File: src/rtl/arm_pipe_pkg.sv
// Shared types for the ARM pipeline hazard/forwarding controller.
// Scoreboard destinations are held at SB_DEST_W bits so one struct serves any REG_ADDR_W up to 8.
package arm_pipe_pkg;

  localparam int SB_DEST_W   = 8;
  localparam int FWD_SEL_RF  = 0;
  localparam int FWD_SEL_EXE = 1;

  typedef struct packed {
    logic                 valid;
    logic                 mem_r_en;
    logic [SB_DEST_W-1:0] dest;
  } sb_entry_t;

  typedef enum logic {
    FL_IDLE     = 1'b0,
    FL_FLUSHING = 1'b1
  } flush_state_t;

endpackage

File: src/rtl/hazard_match.sv
// Compares one in-flight scoreboard entry against the two source operands of the ID instruction.
module hazard_match
  import arm_pipe_pkg::*;
(
  input  sb_entry_t            entry,
  input  logic [SB_DEST_W-1:0] src1,
  input  logic                 src1_used,
  input  logic [SB_DEST_W-1:0] src2,
  input  logic                 two_src,
  output logic                 m1,
  output logic                 m2,
  output logic                 is_load
);

  assign m1      = entry.valid & src1_used & (entry.dest == src1);
  assign m2      = entry.valid & two_src   & (entry.dest == src2);
  assign is_load = entry.valid & entry.mem_r_en;

endmodule

File: src/rtl/pipe_hazard_ctrl.sv
// Hazard, forwarding and branch-flush controller: tracks in-flight writers over STAGES downstream
// stages and derives stall, flush and per-operand forwarding selects for the ID instruction.
module pipe_hazard_ctrl
  import arm_pipe_pkg::*;
#(
  parameter int REG_ADDR_W = 4,
  parameter int STAGES     = 3,
  parameter int FWD_EN     = 1,
  parameter int BR_PENALTY = 2,
  parameter int SEL_W      = $clog2(STAGES + 1)
) (
  input  logic                  clk,
  input  logic                  rst,
  input  logic                  issue_valid,
  input  logic                  issue_wb_en,
  input  logic                  issue_mem_r_en,
  input  logic [REG_ADDR_W-1:0] issue_dest,
  input  logic [REG_ADDR_W-1:0] src1,
  input  logic                  src1_used,
  input  logic [REG_ADDR_W-1:0] src2,
  input  logic                  two_src,
  input  logic                  branch_taken,
  input  logic                  ext_freeze,
  output logic                  stall,
  output logic                  flush,
  output logic [SEL_W-1:0]      fwd_sel_a,
  output logic [SEL_W-1:0]      fwd_sel_b,
  output logic [31:0]           stall_cnt
);

  localparam int CNT_W = $clog2(BR_PENALTY + 1);

  logic [STAGES-1:0]    sb_vld;
  logic [STAGES-1:0]    sb_load;
  logic [SB_DEST_W-1:0] sb_dest [STAGES];
  sb_entry_t            entry   [STAGES];

  logic [STAGES-1:0]    m1;
  logic [STAGES-1:0]    m2;
  logic [STAGES-1:0]    is_load;

  logic [SB_DEST_W-1:0] src1_ext;
  logic [SB_DEST_W-1:0] src2_ext;

  flush_state_t         fl_state;
  logic [CNT_W-1:0]     fl_cnt;
  logic                 out_en;

  logic                 stall_raw;
  logic                 flush_i;
  logic                 stall_i;
  logic [SEL_W-1:0]     sel_a;
  logic [SEL_W-1:0]     sel_b;

  assign src1_ext = SB_DEST_W'(src1);
  assign src2_ext = SB_DEST_W'(src2);

  for (genvar g = 0; g < STAGES; g++) begin : g_match
    assign entry[g] = '{valid: sb_vld[g], mem_r_en: sb_load[g], dest: sb_dest[g]};

    hazard_match u_match (
      .entry     (entry[g]),
      .src1      (src1_ext),
      .src1_used (src1_used),
      .src2      (src2_ext),
      .two_src   (two_src),
      .m1        (m1[g]),
      .m2        (m2[g]),
      .is_load   (is_load[g])
    );
  end

  // Hazard decision: load-use only when forwarding, otherwise any RAW short of the last stage
  always_comb begin
    stall_raw = 1'b0;
    if (FWD_EN != 0) begin
      stall_raw = (m1[0] | m2[0]) & is_load[0];
    end else begin
      for (int i = 0; i < STAGES - 1; i++) begin
        stall_raw = stall_raw | m1[i] | m2[i];
      end
    end
    stall_raw = stall_raw & issue_valid;
  end

  // Scan oldest to youngest so the youngest non-load-in-EXE writer overrides
  always_comb begin
    sel_a = SEL_W'(FWD_SEL_RF);
    sel_b = SEL_W'(FWD_SEL_RF);
    if (FWD_EN != 0) begin
      for (int i = STAGES - 1; i >= 0; i--) begin
        if (m1[i] && !(i == 0 && is_load[i])) sel_a = SEL_W'(i + FWD_SEL_EXE);
        if (m2[i] && !(i == 0 && is_load[i])) sel_b = SEL_W'(i + FWD_SEL_EXE);
      end
    end
  end

  // out_en masks all outputs during reset and the first cycle after it
  assign flush_i   = out_en & ((fl_state == FL_FLUSHING) | branch_taken);
  assign stall_i   = out_en & stall_raw & ~flush_i;
  assign flush     = flush_i;
  assign stall     = stall_i;
  assign fwd_sel_a = out_en ? sel_a : '0;
  assign fwd_sel_b = out_en ? sel_b : '0;

  always_ff @(posedge clk or posedge rst) begin
    if (rst) out_en <= 1'b0;
    else     out_en <= 1'b1;
  end

  // Control state: entry valids, flush sequencer and stall counter, all held under freeze
  always_ff @(posedge clk or posedge rst) begin
    if (rst) begin
      sb_vld    <= '0;
      fl_state  <= FL_IDLE;
      fl_cnt    <= '0;
      stall_cnt <= '0;
    end else if (!ext_freeze) begin
      sb_vld <= {sb_vld[STAGES-2:0], issue_valid & issue_wb_en & ~stall_i & ~flush_i};

      if (out_en && branch_taken) begin
        fl_state <= FL_FLUSHING;
        fl_cnt   <= CNT_W'(BR_PENALTY);
      end else if (fl_state == FL_FLUSHING) begin
        fl_cnt <= fl_cnt - 1'b1;
        if (fl_cnt <= CNT_W'(1)) fl_state <= FL_IDLE;
      end

      if (stall_i && (stall_cnt != 32'hFFFF_FFFF)) stall_cnt <= stall_cnt + 32'd1;
    end
  end

  // Entry payload; only meaningful when the matching valid bit is set
  always_ff @(posedge clk) begin
    if (!ext_freeze) begin
      sb_load    <= {sb_load[STAGES-2:0], issue_mem_r_en};
      sb_dest[0] <= SB_DEST_W'(issue_dest);
      for (int i = 1; i < STAGES; i++) begin
        sb_dest[i] <= sb_dest[i-1];
      end
    end
  end

endmodule

File: config.mk
export PLATFORM = sky130hd
export DESIGN_NAME = pipe_hazard_ctrl
export DESIGN_NICKNAME = d
export VERILOG_FILES = /design/src/rtl/arm_pipe_pkg.sv /design/src/rtl/hazard_match.sv /design/src/rtl/pipe_hazard_ctrl.sv
export SDC_FILE = /design/constraint.sdc
export NUM_CORES = 1
export LEC_CHECK = 0
export CAP_MARGIN = 25
export CORE_MARGIN = 2
export CORE_UTILIZATION = 40
export CTS_CLUSTER_SIZE = 40
export DETAILED_ROUTE_END_ITERATION = 16
export GPL_ROUTABILITY_DRIVEN = 1
export PLACE_DENSITY = 0.66
export SYNTH_ARGS = -nofsm -noshare
export SYNTH_HDL_FRONTEND = slang
export SYNTH_SLANG_ARGS = --single-unit
File: constraint.sdc
create_clock -name clk -period 2.85 [get_ports clk]
set_input_delay 0.57 -clock clk [delete_from_list [all_inputs] [get_ports clk]]
set_output_delay 0.57 -clock clk [all_outputs]
set_load 0.005 [all_outputs]
==> impl_metrics.ini, run 1 <==
[status]
outcome = completed

[sta]
setup_viol_count_final = 0
rsz0062_at_grt = no
finalHoldViolations = 0
fin_hold_ws_ns = 0.494
fin_crit_ns = 2.73
drv_slew = 0
setup_tns_ns = 0
worst_slack_ns = 0.124
slew_headroom_pct = 66.0
worst_slew_pin_slew_ns = 0.505
min_period_over_period_pct = 95.6
finClkSkew_ns = 0.00629
fmaxAchievable_mhz = 367

[critical_path]
reg2reg_depth = 6
reg2reg_to = stall_cnt[23]$_DFFE_PP0P_
crit_type = in -> out
critPathArrivalTime_ns = 2.16
crit_slowest_cell = clkdlybuf4s50_1
r2r_start = stall_cnt[11]$_DFFE_PP0P_
worstPathMaxFanout = 3
start_kind = primary input
crit_required_ns = 2.28
r2r_setup_slack_ns = 0.44
cp_cell_sequence = dlygate4sd2_1 > xor2_1 > nor3_1 > nand4_1 > o21ai_0 > and2_1 > clkdlybuf4s50_1
cp-end-kind = output pin
cpPeakStageDelay_ns = 0.49

[pwr]
p_switching_mw = 0.363
power_density_nw_per_um2 = 431
combPwrFrac_pct = 10.8
peakVddDrop_mv = 0.217
switching_share_pct = 23.7
p_leak_nw = 1.50
seq_power_share_pct = 55.3
totalPowerFinal_mw = 1.53
internal-power_mw = 1.16
clkPwrFrac_pct = 34.0

[worst_hold_path]
hold_class = reg -> reg
hold_depth = 1
hold_start = stall_cnt[23]$_DFFE_PP0P_
hold_end = stall_cnt[23]$_DFFE_PP0P_

[floorplanning]
die_x_um = 85.5
ioPinCount = 59
die_h_um = 85.5
core_area_um2 = 6390
rows = 29
start_util_pct = 41.6
die-area_um2 = 7310

[logic_synthesis]
yosys.area_share.adder_pct = 0.943
synth-seq-cells = 52
synthFlopType = dfrtp_1
netlist_instances = 248
synth.distinct_cells = 39
synth_edf_count = 13
synth_compound_area_share_pct = 5.51
syn_avg_cell_area_um2 = 10.7
async_flop_share_pct = 75.0
synth_xor_area_share_pct = 17.2
seq_area_frac_synth_pct = 51.5
ys_warn_count = 0
synth.net_count = 271
synth_area_um2 = 2660
synth_top_family_by_area = simple AND/OR/NAND/NOR gates
synthMuxAreaShare_pct = 1.27
synth-simple-area-share_pct = 21.6

[clock_tree]
cts.path.max_buffers = 2
cts.sinks = 52
clkSlewWorstSetupHoldPaths_ns = 0.09
htree_levels = 2
clk_latency_ns = 0.30
cts_inserted_buffers = 5
cts_tree = built
cts_root_buf = clkbuf_8

[global_route]
antenna_found_initial = 0
use_met1_pct = 23.1
grt-ovfl-total = 0
grt_use_met2_pct = 25.6
groute.usage.overall_pct = 16.5
grt.busiest_layer = met2
grt_pass1_vias = 1965
grt_pass1_wl_um = 9640
grt_max_degree = 40
met3_usage_pct = 3.60

[detailed_routing]
drtIter0Drc = 76
totalWireLength_um = 5750
vias = 2039
ant_nets = 0
drc = 0
viasPerCell = 5.10
first_pass_iters = 6
avgRoutedWirePerCell_um = 14.4

[place]
dp_slack_ns = -0.126
io_buffers = 58
dp.cells = 392
placed_area_um2 = 3410
place_congestion = 0.779
dp_hpwl_um = 4220

[finish]
insertedDiodeCount = 0
fin_cells = 400
syn_to_final_growth_pct = 33.5
multi_input_area_um2 = 1260
num-fill-cells = 553
ff_latch_area_um2 = 1370
layout_commonest_cell = clkdlybuf4s50_1
stdcell_area_um2 = 3540
layout_common_cells = clkdlybuf4s50_1 (49), dfrtp_1 (39), xor2_1 (29)
fin_util_pct = 55.5
fin_nets = 345
drive_gt1_share_pct = 10.5

[flow_run]
maxCapViolCount = 0
-- final cells by class --
type                    instances  share of cell area [%]
clock buffers                   8                    3.43
inverters                      11                    1.17
multi-input cells             183                    35.6
flip-flops and latches         52                    38.6
well taps                      77                    2.72
repair buffers                 69                    18.5
-- sequential cells by signal, indices dropped and copies added, names as in the netlist --
| name | count |
|---|---|
| sb_dest | 12 |
| fl_cnt | 2 |
| out_en | 1 |
| fl_state | 1 |
| sb_vld | 3 |
| stall_cnt | 32 |
| sb_load | 1 |
-- cell usage after synthesis, types with 4 or more instances --
cell type,count,area [µm²]
dfrtp_1,39,976
xor2_1,29,254
xnor2_1,23,201
nand3_1,22,110
nand2_1,20,75.1
nor2_1,18,67.6
edfxtp_1,13,390
inv_1,11,41.3
nor3_1,11,55.1
nand4_1,9,56.3
nor4_1,8,50.1
o21ai_0,7,35.0
and2_1,4,25.0
and3_1,4,25.0
-- how the worst max path moves through the flow --
stage	start	to	slack (ns)	cells past startpoint
2_1_floorplan	stall_cnt[11]$_DFFE_PP0P_	stall_cnt[23]$_DFFE_PP0P_	0.61	6
3_3_place_gp	src2[2]	fwd_sel_b[0]	-0.10	7
3_5_place_dp	src1[0]	fwd_sel_a[0]	-0.13	6
4_1_cts	src1_used	fwd_sel_a[1]	0.01	6
5_1_grt	src1[0]	fwd_sel_a[0]	0.001	6
6_report	src2[2]	fwd_sel_b[0]	0.12	7
-- per-layer routing --
metal	vias up	routed length (µm)
met1	968	2820
li1	1018	-
met2	44	2620
met4	0	81
met3	9	223
met5	-	0
-- kinds of logic after synthesis --
logic type	Yosys count
AND/OR/NAND/NOR	107
XOR/XNOR	52
flip-flops	52
AO/OA/AOI/OAI	18
buffers and inverters	13
multiplexers	3
adder cells (fa/ha/maj)	2
other	1
-- critical path: cells and delay by family --
kind                   cells  cell delay, ns
buffers and inverters      2            0.78
XOR/XNOR                   1            0.17
AO/OA/AOI/OAI              1            0.16
AND/OR/NAND/NOR            3            0.48
-- timing repair --
action	CTS	global route
pin swaps	4	3
setup endpoints to repair	5	2
buffers inserted	0	0
hold buffers	0	0
gates resized for setup	10	5
-- power groups by stage --
stage | registers [mW] | clock network [mW] | logic (mW)
floorplan | 0.849 | 0 | 0.0977
global placement | 0.857 | 0 | 0.162
detailed placement | 0.858 | 0 | 0.166
CTS | 0.843 | 0.532 | 0.163
global route | 0.849 | 0.561 | 0.184
finish | 0.844 | 0.519 | 0.164
No activity file was read; power rests on OpenSTA's default activity.
==> run 2: changes to the inputs <==
--- a/config.mk
+++ b/config.mk
@@ -5,6 +5,7 @@
 export SDC_FILE = /design/constraint.sdc
 export NUM_CORES = 1
 export LEC_CHECK = 0
+export ABC_CLOCK_PERIOD_IN_PS = 2850
 export CAP_MARGIN = 25
 export CORE_MARGIN = 2
 export CORE_UTILIZATION = 40
==> results of run 2 <==
Final layout, timing and power as in run 1 (identical DEF).
==> run 3: changes to the inputs <==
--- a/config.mk
+++ b/config.mk
@@ -13,6 +13,7 @@
 export DETAILED_ROUTE_END_ITERATION = 16
 export GPL_ROUTABILITY_DRIVEN = 1
 export PLACE_DENSITY = 0.66
+export SLEW_MARGIN = 20
 export SYNTH_ARGS = -nofsm -noshare
 export SYNTH_HDL_FRONTEND = slang
 export SYNTH_SLANG_ARGS = --single-unit
==> results of run 3 <==
Final layout, timing and power as in run 1 (identical DEF).
